$ cat config.mk
export PLATFORM = sky130hd
export DESIGN_NAME = fp32_uart_operand_tx
export DESIGN_NICKNAME = d
export VERILOG_FILES = /design/src/rtl/fp32_uart_operand_tx.sv
export SDC_FILE = /design/constraint.sdc
export NUM_CORES = 1
export LEC_CHECK = 0
export ABC_AREA = 1
export CAP_MARGIN = 20
export CORE_UTILIZATION = 57
export DETAILED_ROUTE_END_ITERATION = 8
export HOLD_SLACK_MARGIN = 0.06
export MAX_ROUTING_LAYER = met4
export PLACE_DENSITY = 0.85
export SLEW_MARGIN = 20
export SYNTH_ARGS = -nofsm -noshare
export SYNTH_HDL_FRONTEND = slang
export SYNTH_SLANG_ARGS = --single-unit
$ cat constraint.sdc
create_clock -name CLK_I -period 2.9 [get_ports CLK_I]
set_input_delay 0.435 -clock CLK_I [delete_from_list [all_inputs] [get_ports CLK_I]]
set_output_delay 0.435 -clock CLK_I [all_outputs]
set_load 0.01 [all_outputs]
$ cat src/rtl/fp32_uart_operand_tx.sv
// UART 8N1 transmitter for one 96-bit fp32 operand bundle {acc, bravo, alpha}.
// Sends 12 frames LSB byte first, with optional idle mark bit-times after each stop bit.
module fp32_uart_operand_tx #(
    parameter int CLKS_PER_BIT = 434,
    parameter int GAP_BITS     = 0
) (
    input  logic        CLK_I,
    input  logic        RSTL_I,
    input  logic        TX_VALID_I,
    input  logic [95:0] TX_DATA_I,
    output logic        TX_READY_O,
    output logic        UART_TX_O,
    output logic        BUSY_O,
    output logic [2:0]  fsm_state
);

    localparam int BW = (CLKS_PER_BIT > 1) ? $clog2(CLKS_PER_BIT) : 1;
    localparam logic [BW-1:0] BAUD_LAST = BW'(CLKS_PER_BIT - 1);
    localparam logic [BW-1:0] BAUD_PRE  = BW'(CLKS_PER_BIT - 2);
    localparam bit            HAS_GAP   = (GAP_BITS > 0);
    localparam logic [3:0]    GAP_LAST  = (GAP_BITS > 0) ? 4'(GAP_BITS - 1) : 4'd0;

    // Handshake: a bundle moves on a CLK_I edge where TX_VALID_I and TX_READY_O are both
    // high; TX_READY_O only depends on registered state, and TX_DATA_I is sampled only then.
    typedef enum logic [2:0] {
        S_IDLE  = 3'd0,
        S_START = 3'd1,
        S_DATA  = 3'd2,
        S_STOP  = 3'd3,
        S_GAP   = 3'd4
    } state_t;

    state_t         state_q, state_n;
    logic [BW-1:0]  baud_q, baud_n;
    logic [2:0]     bit_q, bit_n;
    logic [3:0]     gap_q, gap_n;
    logic [3:0]     byte_q, byte_n;
    logic [95:0]    shreg_q, shreg_n;
    logic           bit_end, frame_tail;
    logic           tx_n, ready_n, busy_n;

    assign fsm_state = state_q;

    always_comb begin
        state_n    = state_q;
        baud_n     = (baud_q == BAUD_LAST) ? '0 : baud_q + BW'(1);
        bit_n      = bit_q;
        gap_n      = gap_q;
        byte_n     = byte_q;
        shreg_n    = shreg_q;
        bit_end    = (baud_q == BAUD_LAST);
        frame_tail = HAS_GAP ? (state_q == S_GAP && gap_q == GAP_LAST) : (state_q == S_STOP);

        case (state_q)
            S_IDLE: begin
                baud_n = '0;
                bit_n  = '0;
                gap_n  = '0;
                byte_n = '0;
                if (TX_VALID_I && TX_READY_O) begin
                    state_n = S_START;
                    shreg_n = TX_DATA_I;
                end
            end
            S_START: if (bit_end) state_n = S_DATA;
            S_DATA: begin
                if (bit_end) begin
                    shreg_n = {1'b0, shreg_q[95:1]};
                    bit_n   = bit_q + 3'd1;
                    if (bit_q == 3'd7) state_n = S_STOP;
                end
            end
            S_STOP: begin
                if (bit_end) begin
                    if (HAS_GAP) begin
                        state_n = S_GAP;
                        gap_n   = '0;
                    end else begin
                        state_n = S_START;
                        byte_n  = byte_q + 4'd1;
                    end
                end
            end
            S_GAP: begin
                if (bit_end) begin
                    if (gap_q == GAP_LAST) begin
                        state_n = S_START;
                        gap_n   = '0;
                        byte_n  = byte_q + 4'd1;
                    end else begin
                        gap_n = gap_q + 4'd1;
                    end
                end
            end
            default: state_n = S_IDLE;
        endcase

        // The last cycle of the final mark bit is spent in IDLE with ready already up, so a
        // waiting bundle is accepted on the edge that ends that bit and its start bit follows
        // with no extra idle cycle; the line is mark in IDLE, so the bit length is unchanged.
        if (frame_tail && byte_q == 4'd11 && baud_q == BAUD_PRE) begin
            state_n = S_IDLE;
            baud_n  = '0;
            bit_n   = '0;
            gap_n   = '0;
            byte_n  = '0;
        end

        tx_n    = (state_n == S_START) ? 1'b0 :
                  (state_n == S_DATA)  ? shreg_n[0] : 1'b1;
        ready_n = (state_n == S_IDLE);
        busy_n  = (state_n != S_IDLE);
    end

    always_ff @(posedge CLK_I or negedge RSTL_I) begin
        if (!RSTL_I) begin
            state_q    <= S_IDLE;
            baud_q     <= '0;
            bit_q      <= '0;
            gap_q      <= '0;
            byte_q     <= '0;
            shreg_q    <= '0;
            UART_TX_O  <= 1'b1;
            TX_READY_O <= 1'b0;
            BUSY_O     <= 1'b0;
        end else begin
            state_q    <= state_n;
            baud_q     <= baud_n;
            bit_q      <= bit_n;
            gap_q      <= gap_n;
            byte_q     <= byte_n;
            shreg_q    <= shreg_n;
            UART_TX_O  <= tx_n;
            TX_READY_O <= ready_n;
            BUSY_O     <= busy_n;
        end
    end

endmodule

==> qor.csv, run 1 <==
stage;metric;value;unit
route;Pre-Repair DR Iteration Count;5;
floorplanning;full die area;0.0108;mm^2
timing;fmax;481;MHz
route;DRT antenna net count;0;
timing;crit share post-route;71.6;%
route;overall routed net length;14.8;mm
worst_setup_path;Critical Path End Type;register;
route;drt via density;5.67;
floorplanning;initial core utilization;59.7;%
timing;Max Slew Vio Count;0;
timing;RSZ-0062 raised after global routing;no;
layout;Post-Route Utilization;77.8;%
floorplanning;Die X-Extent;104;um
timing;Period minus WS final;2080;ps
pwr;PwrDens;857;mW/mm^2
hold_path;HP Class;primary input to async pin;
clock_network;clk sinks;122;
timing;Setup TNS;0;ps
grt;initial antenna violation count;0;
clock_network;maximum level of the CTS H-tree;4;
clock_network;CTS buffer count;17;
layout;layout cells sized above 1;13.3;%
worst_setup_path;Largest stage delay, worst path;400;ps
grt;vias in the first global route;5108;
logic_synthesis;Primary FF master, synth;dfrtp_1;
worst_setup_path;critical path arrival;2440;ps
layout;post-route cell area;0.00770;mm^2
place;post-DP HPWL;9.23;mm
clock_network;setup bufs post-CTS;0;
timing;Hold Fails Final Rpt;0;
floorplanning;core outline area;0.00991;mm^2
route;Starting DRT DRC Count;331;
grt;largest net degree at the start of global routing;99;
place;Placement Cell Area;0.00706;mm^2
worst_setup_path;CP Launch Point;baud_q[1];
clock_network;post_cts resized;0;
worst_setup_path;critical path startpoint category;register;
route;WL/cell;17.2;um
worst_setup_path;CP max FO;31;
timing;relative slew slack;62.1;%
worst_setup_path;worst r2r src;baud_q[1];
worst_setup_path;Worst Path Required;3270;ps
route;drt drc;0;
timing;Final setup viols;0;
route;DR vias;4874;
layout;Fillers;612;
floorplanning;# IOs;105;
clock_network;Clock Latency Late Sink;520;ps
layout;Antenna diodes;0;
logic_synthesis;FFs w/ async S/R, synth;100;%
floorplanning;Die Y;104;um
clock_network;Max Buffers Root-to-Sink;2;
grt;grt ovf;0;
worst_setup_path;worst path cell trace;inv_1, ha_1, nand2_1, inv_1, nand2_1, nor2_4, nand2_4, nand2_4, buf_4, o221ai_2;
logic_synthesis;largest area contributor in the netlist;dfrtp_1;
logic_synthesis;Yosys top cell area share;51.2;%
place;GPL Wtd Cong;0.827;
clock_network;Worst-path clk slew;70;ps
logic_synthesis;ranking of synthesized cells by area;dfrtp_1 51%, o221ai_2 9.6%, nand2_1 8.6%, o221ai_1 8.0%, inv_1 7.8%;
grt;global-route wire length before repair;24.9;mm
logic_synthesis;#FFs+latches synth;122;
logic_synthesis;Mapped Cells;610;
timing;tightest hold margin;446;ps
logic_synthesis;syn_area_per_cell;9.70;um^2
worst_setup_path;WP buf/inv;3;
pwr;VDD IR max;0.000478;V
floorplanning;Cell Rows;36;
worst_setup_path;slowest cell on the critical path;dfrtp_1;
run;Max-cap violations;0;
logic_synthesis;area of the mapped netlist;0.00592;mm^2
logic_synthesis;sequential fraction of the synthesis area;51.6;%
logic_synthesis;Yosys cell types;32;
layout;Nets;822;
grt;All-Layer GR Usage;30.0;%
clock_network;cts hold-fix bufs;1;
timing;post-route clock skew;12.6;ps
clock_network;CTS tree;yes;
place;# port buffers;104;
worst_setup_path;crit-path leading delay family;simple AND/OR/NAND/NOR gates;
status;status;finished clean;
timing;Slew @ Worst Pin;569;ps
pwr;LEAKAGE;3.45;nW
layout;area grow syn2layout;30.2;%
logic_synthesis;EDFF count, synth;0;
worst_setup_path;Crit Path Class;register to register;
logic_synthesis;Ys Warns;0;
clock_network;Root Driver;clkbuf_8;
logic_synthesis;syn_nets;717;
==> placed cells by master, fill, tap and decap left out, drive strengths merged <==
cell type      instances
o21ai                 14
clkbuf                18
clkdlybuf4s50        103
a22oi                  1
nand4                  3
clkinvlp               2
nand3                 23
xor2                   3
nand3b                 1
xnor2                  1
nor3                   8
clkinv                 4
nor3b                  3
nor2                  25
ha                     8
bufinv                 5
dfrtp                121
inv                  131
buf                   12
dlygate4sd3            1
o221ai                92
dfstp                  1
o21a                   1
a21oi                  7
nand2                138
o211ai                 1
==> sequential cells by signal (all words and copies together) (netlist names) <==
name and count:
UART_TX_O 1, TX_READY_O 1, byte_q 4, BUSY_O 1, fsm_state 3, baud_q 9, bit_q 3, shreg_q 96
gap_q 4
==> final timing paths <==
check | to | slack (ps) | depth (start not counted)
worst min-delay path | shreg_q[11] | 450 | 2
max in group asynchronous | UART_TX_O | 1730 | 3
worst max register to register | shreg_q[2] | 820 | 10
min in group CLK_I | byte_q[3] | 490 | 2
worst max-delay path | shreg_q[2] | 820 | 10
worst min register to register | byte_q[3] | 490 | 2
==> cell families after synthesis <==
kind of cell	Yosys count	share of synthesized area, %
AOI/OAI and AO/OA	116	19.9
xor gates and xnor gates	4	0.592
adders and majority gates	8	1.69
buffers and inverters	159	11.7
and+or+nand+nor	201	14.5
DFF	122	51.6
==> synthesized netlist by cell type, types with 2 or more instances <==
| library cell | instances |
|---|---|
| nor3b_1 | 3 |
| nor2_1 | 21 |
| nor3_1 | 8 |
| o21ai_1 | 4 |
| a21oi_1 | 7 |
| dfrtp_1 | 121 |
| xor2_1 | 3 |
| inv_2 | 6 |
| o21ai_0 | 10 |
| nand2_1 | 135 |
| buf_2 | 9 |
| nand2_4 | 2 |
| inv_1 | 123 |
| ha_1 | 8 |
| nor2_2 | 3 |
| nand3_1 | 22 |
| o221ai_1 | 54 |
| buf_6 | 11 |
| o221ai_2 | 38 |
| clkbuf_1 | 9 |
| nand4_1 | 2 |
==> power breakdown <==
group	internal [W]	switching, W	leakage [nW]	total [W]
combinational	0.000752	0.000931	1.62	0.00168
clock	0.00149	0.000799	0.302	0.00229
sequential	0.00238	0.000253	1.53	0.00263
total	0.00462	0.00198	3.45	0.00660
==> metrics by stage <==
step | power, W | cells | setup WS (ps)
global placement | 0.00411 | 828 | 820
floorplan | 0.00374 | 610 | 1300
global route | 0.00694 | 860 | 686
finish | 0.00660 | 860 | 823
CTS | 0.00662 | 860 | 831
detailed placement | 0.00426 | 828 | 771
==> area by class of cell <==
type / instances / area [um^2] / share of cell area (%)
clock buffer: 18 / 418 / 5.42
clock inverter: 13 / 218 / 2.83
inverter: 129 / 484 / 6.28
multi-input combinational: 329 / 2170 / 28.2
sequential: 122 / 3050 / 39.6
tap: 133 / 166 / 2.16
timing repair buffer: 116 / 1190 / 15.5
==> layer usage <==
metal | track usage (%) | up-vias | part of all wire, % | wire (um)
li1 | - | 2254 | - | -
met1 | 37.0 | 2407 | 42 | 6240
met2 | 48.2 | 180 | 50 | 7430
met3 | 6.20 | 33 | 5.2 | 761
met4 | 13.1 | 0 | 2.3 | 333
met5 | - | - | 0 | 0
Power figures use the tool's default switching activity.
==> run 2, diff against run 1 <==
--- a/config.mk
+++ b/config.mk
@@ -7,11 +7,11 @@
 export LEC_CHECK = 0
 export ABC_AREA = 1
 export CAP_MARGIN = 20
-export CORE_UTILIZATION = 57
+export CORE_UTILIZATION = 53
 export DETAILED_ROUTE_END_ITERATION = 8
 export HOLD_SLACK_MARGIN = 0.06
 export MAX_ROUTING_LAYER = met4
-export PLACE_DENSITY = 0.85
+export PLACE_DENSITY = 0.8
 export SLEW_MARGIN = 20
 export SYNTH_ARGS = -nofsm -noshare
 export SYNTH_HDL_FRONTEND = slang
==> constraint.sdc (replaced) <==
create_clock -name CLK_I -period 2 [get_ports CLK_I]
set_input_delay 0.3 -clock CLK_I [delete_from_list [all_inputs] [get_ports CLK_I]]
set_output_delay 0.3 -clock CLK_I [all_outputs]
set_load 0.01 [all_outputs]
==> run 2 against run 1 <==
Combinational power grew 37%. Routed wire length shrank 10%. Core utilization shrank 6.4 points. Clock skew shrank 5.3 ps. First-iteration DRC count grew 2.7%. Flip-flop and latch count is the same. Largest power group unchanged. Global-route usage shrank 5.1 points. Count of clock-buffer cells in the layout grew 7. Clock power grew 34%. Sequential share of layout area shrank 0.16 points. Design area grew 0.41%. Setup slack lost 710 ps. Highest routed layer unchanged.
==> qor.csv, run 2 (synthesis gave the netlist of run 1 again) <==
stage;metric;value;unit
route;Starting DRT DRC Count;340;
worst_setup_path;R2R Setup Slk;220;ps
clock_network;clk sinks;122;
run;Max-cap violations;0;
worst_setup_path;WP buf/inv;1;
layout;area occupied by multi-input gates;0.00217;mm^2
timing;Setup TNS;0;ps
route;met3 WL post-DR;763;um
worst_setup_path;CP Launch Point;UART_TX_O;
grt;All-Layer GR Usage;24.9;%
floorplanning;# IOs;105;
floorplanning;core outline area;0.0108;mm^2
floorplanning;Die Y;108;um
pwr;PwrDens;1180;mW/mm^2
place;post-DP HPWL;8.66;mm
grt;grt ovf;0;
worst_setup_path;crit path to;UART_TX_O;
route;Metal-1 WL;5.90;mm
layout;area grow syn2layout;30.7;%
worst_setup_path;worst path cell trace;clkdlybuf4s50_1;
worst_setup_path;crit-path leading delay family;flip-flops;
worst_setup_path;Crit Path Class;register to output port;
layout;Fillers;760;
grt;initial antenna violation count;0;
place;# port buffers;104;
timing;Period minus WS final;1890;ps
layout;Regs by FF count;shreg_q (96), baud_q (9);
grt;vias in the first global route;4687;
timing;Slew @ Worst Pin;538;ps
worst_setup_path;critical path startpoint category;register;
layout;Antenna diodes;0;
layout;layout cells sized above 1;12.9;%
route;DRT antenna net count;0;
worst_setup_path;worst r2r src;baud_q[1];
pwr;LEAKAGE;3.46;nW
route;top layer in use;met4;
route;met2 WL post-DR;6.27;mm
pwr;VDD IR max;0.000600;V
floorplanning;Cell Rows;38;
timing;Hold Fails Final Rpt;0;
timing;RSZ-0062 raised after global routing;no;
layout;Top reg by flops;shreg_q;
floorplanning;Die X-Extent;108;um
place;pre-CTS WS;202;ps
route;drt drc;0;
worst_setup_path;CP max FO;1;
worst_setup_path;Worst Path Required;1700;ps
clock_network;maximum level of the CTS H-tree;4;
clock_network;Max Buffers Root-to-Sink;2;
clock_network;Clock Latency Late Sink;520;ps
worst_setup_path;slowest cell on the critical path;dfstp_2;
layout;Largest register FFs;96;
layout;post-route cell area;0.00774;mm^2
timing;relative slew slack;64.1;%
layout;most frequent cells in the layout;135 x nand2_1, 123 x inv_1, 121 x dfrtp_1;
worst_setup_path;critical path arrival;1590;ps
route;drt via density;5.42;
timing;Max Slew Vio Count;0;
route;DR vias;4696;
place;GPL Wtd Cong;0.874;
clock_network;Root Driver;clkbuf_8;
route;WL/cell;15.2;um
place;Placement Cell Area;0.00710;mm^2
grt;global-route wire length before repair;21.6;mm
layout;Nets;822;
timing;crit share post-route;94.3;%
route;overall routed net length;13.2;mm
route;Pre-Repair DR Iteration Count;5;
timing;fmax;530;MHz
clock_network;CTS buffer count;17;
timing;slack of the critical path;114;ps
worst_setup_path;worst flop-to-flop path endpoint;UART_TX_O;
status;status;finished clean;
clock_network;CTS tree;yes;
worst_setup_path;depth of the most critical reg-to-reg path;14;
floorplanning;full die area;0.0116;mm^2
layout;Seq. cell area;0.00305;mm^2
layout;most common cell after layout, fill and taps aside;nand2_1;
hold_path;HP Class;primary input to async pin;
grt;largest net degree at the start of global routing;53;
floorplanning;initial core utilization;54.6;%
worst_setup_path;Largest stage delay, worst path;540;ps
clock_network;Worst-path clk slew;50;ps
worst_setup_path;Critical Path End Type;output port;
worst_setup_path;instance count on the critical path;1;
timing;post-route clock skew;7.28;ps
timing;Final setup viols;0;
run 2: power breakdown:
group          switching, W  internal (W)
Sequential         0.000330       0.00345
Combinational       0.00121       0.00109
Clock               0.00105       0.00202
run 2: cell type report:
class | count | share of cell area, %
Clock buffer | 25 | 6.26
Clock inverter | 6 | 1.44
Inverter | 129 | 6.26
Multi-Input combinational cell | 329 | 28.1
Sequential cell | 122 | 39.5
Tap cell | 140 | 2.26
Timing Repair Buffer | 116 | 16.2
run 2: per-stage QoR:
stage,instances,util [%],power (W),hold WS [ps]
global route,867,71.4,0.00969,349
detailed placement,834,65.5,0.00610,315
floorplan,610,-,0.00542,4.41
CTS,866,71.1,0.00922,304
finish,867,71.4,0.00916,305
global placement,834,65.5,0.00595,305
run 2: timing repair:
item,in CTS,in global routing
hold buffers,1,0
gates resized for setup,0,1
buffers inserted,0,0
hold endpoints to repair,32,0
setup endpoints to repair,0,1
run 2: routing by layer:
| layer | track usage (%) | vias to the layer above |
|---|---|---|
| li1 | - | 2261 |
| met1 | 32.1 | 2259 |
| met2 | 38.7 | 154 |
| met3 | 5.27 | 22 |
| met4 | 9.78 | 0 |
| met5 | - | - |
run 2: how the worst min path moves through the flow:
stage	cells after the start	end	slack, ps
2_1_floorplan	0	BUSY_O	4
3_3_place_gp	1	shreg_q[94]	310
3_5_place_dp	1	shreg_q[94]	320
4_1_cts	2	shreg_q[94]	300
5_1_grt	2	shreg_q[94]	350
6_report	2	shreg_q[94]	310
==> run 3, diff against run 2 <==
--- a/config.mk
+++ b/config.mk
@@ -6,7 +6,6 @@
 export NUM_CORES = 1
 export LEC_CHECK = 0
 export ABC_AREA = 1
-export CAP_MARGIN = 20
 export CORE_UTILIZATION = 53
 export DETAILED_ROUTE_END_ITERATION = 8
 export HOLD_SLACK_MARGIN = 0.06
==> results of run 3 <==
No change in the layout: final DEF, timing and power equal those of run 2.
==> RTL change (config.mk and constraints of run 3) <==
`CLKS_PER_BIT`: 434 -> 217.
--- a/src/rtl/fp32_uart_operand_tx.sv
+++ b/src/rtl/fp32_uart_operand_tx.sv
@@ -1,7 +1,7 @@
 // UART 8N1 transmitter for one 96-bit fp32 operand bundle {acc, bravo, alpha}.
 // Sends 12 frames LSB byte first, with optional idle mark bit-times after each stop bit.
 module fp32_uart_operand_tx #(
-    parameter int CLKS_PER_BIT = 434,
+    parameter int CLKS_PER_BIT = 217,
     parameter int GAP_BITS     = 0
 ) (
     input  logic        CLK_I,
Behaviour: same outputs for any inputs over 10 cycles, from zero or initial values and one cycle with RSTL_I low; that may be too few to reach the edited logic, so the function may still have changed.
==> RTL change against run 3 <==
Sequential share of layout area rose by 2.6 points. Wire length fell by 2.5%. Power fell by 10%. Worst setup slack got worse by 0.013 ns. Synthesized area fell by 5.9%. Cell count fell by 2.3%. Largest cell class unchanged. Clock power fell by 17%. Hold slack improved by 0.0012 ns. Global-route usage rose by 1.0 points. Cell area fell by 7.0%. Sequential cell count fell by 1.
==> RTL change: results (changes against run 3) <==
Register-to-Register Path Depth - 9 (was 14)
Layout Skew - 0.009332 ns (was 0.007281 ns)
Mapped Nets - 707 (was 717)
CP max stage cell - dfrtp_1 (was dfstp_2)
nets@finish - 809 (was 822)
Max Root-Sink Buffers - 2 (unchanged)
Post-CTS Setup Bufs - 0 (unchanged)
sequential fraction of design power - 46.8% (was 41.3%)
biggest regs - shreg_q x96, baud_q x8 (was shreg_q x96, baud_q x9)
kind of cell adding the most delay to the critical path - simple AND/OR/NAND/NOR gates (was flip-flops)
vias - 4,650 (was 4,696)
Routed WL per cell - 15.20 µm (was 15.24 µm)
DP Area - 0.006691 mm² (was 0.007098 mm²)
WP data arrival - 2.33 ns (was 1.59 ns)
RePlAce Congestion - 0.8918 (was 0.8741)
Post-Route WL - 12.88 mm (was 13.21 mm)
Seq/Total Area, Yosys - 54.40% (was 51.60%)
largest net degree at the start of global routing - 67 (was 53)
post-DP HPWL - 8.492 mm (was 8.655 mm)
crit end category - flip-flop (was output port)
first-pass GRT wire length - 21.57 mm (was 21.64 mm)
maximum vdd drop - 0.5512 mV (was 0.5996 mV)
Synth Area per Inst - 9.264 µm² (was 9.704 µm²)
Max FO, Critical Path - 28 (was 1)
top cells by area, synth - dfrtp_1 54%, nand2_1 9.8%, o221ai_1 7.1%, inv_1 6.6%, a22oi_1 3.9% (was dfrtp_1 51%, o221ai_2 9.6%, nand2_1 8.6%, o221ai_1 8.0%, inv_1 7.8%)
outcome - completed (unchanged)
LEAKAGE - 3.300 nW (was 3.458 nW)
synth cell count leaders - 146 x nand2_1, 120 x dfrtp_1, 98 x inv_1 (was 135 x nand2_1, 123 x inv_1, 121 x dfrtp_1)
placed insts - 819 (was 834)
cell internal pwr - 5.840 mW (was 6.571 mW)
Setup WS pre-CTS - 0.1674 ns (was 0.2020 ns)
vias in the first global route - 4,671 (was 4,687)
Hold Crit Class - in2async (unchanged)
Max-slew headroom - 65.17% (was 64.11%)
clk pwr - 2.55 mW (was 3.07 mW)
CP max stage delay - 0.42 ns (was 0.54 ns)
fraction of layout cells with a size suffix above 1 - 6.751% (was 12.93%)
yosys warns - 0 (unchanged)
sequential power - 3.84 mW (was 3.78 mW)
gr usage total - 25.93% (was 24.93%)
Synth cell types - 28 (was 32)
initial drt markers - 266 (was 340)
RTL change: changes by cell type in the layout (fill, tap and decap cells not counted), sizes merged, moves of 3 or more:
cell / run 3 / this run
clkbuf: 26 / 22
a22oi: 1 / 29
clkinv: 2 / 5
nor2: 25 / 22
nand2: 138 / 148
bufinv: 3 / 0
o211ai: 1 / 20
inv: 129 / 102
o221ai: 92 / 46
o21ai: 14 / 33
RTL change: layout make-up:
type,count,area (µm²)
Clock buffer,22,462.9
Clock inverter,5,25.02
Fill cell,744,3039
Inverter,102,382.9
Multi-Input combinational cell,348,1938
Sequential cell,121,3029
Tap cell,136,170.2
Timing Repair Buffer,113,1184
RTL change: cells by family after synthesis:
family	count (synthesis)	share of synthesized area (%)
AO/OA/AOI/OAI	133	17.37
XOR/XNOR	3	0.4720
adder cells (fa/ha/maj)	7	1.573
buffers and inverters	132	10.83
flip-flops	121	54.40
AND/OR/NAND/NOR	205	15.35
RTL change: timing repair:
action | 4_1_cts | 5_1_grt
endpoints found under the hold margin | 33 | 0
endpoints found under the setup margin | 0 | 3
hold buffers | 1 | 0
resized for setup | 0 | 1
RTL change: worst paths after layout:
check,startpoint,end,slack [ns]
max,baud_q[0],shreg_q[52],0.10
min,RSTL_I,gap_q[2],0.31
max reg2reg,baud_q[0],shreg_q[52],0.10
min reg2reg,shreg_q[85],shreg_q[85],0.49
max in group asynchronous,RSTL_I,shreg_q[21],1.09
min in group CLK_I,TX_DATA_I[95],shreg_q[95],0.36
RTL change: metal layers:
metal / global-route usage, % / up-vias / share of wire [%]
met5: - / - / 0
met4: 11.12 / 0 / 2.7
met3: 7.018 / 32 / 6.4
met2: 40.26 / 189 / 49
met1: 31.98 / 2219 / 41
li1: - / 2210 / -
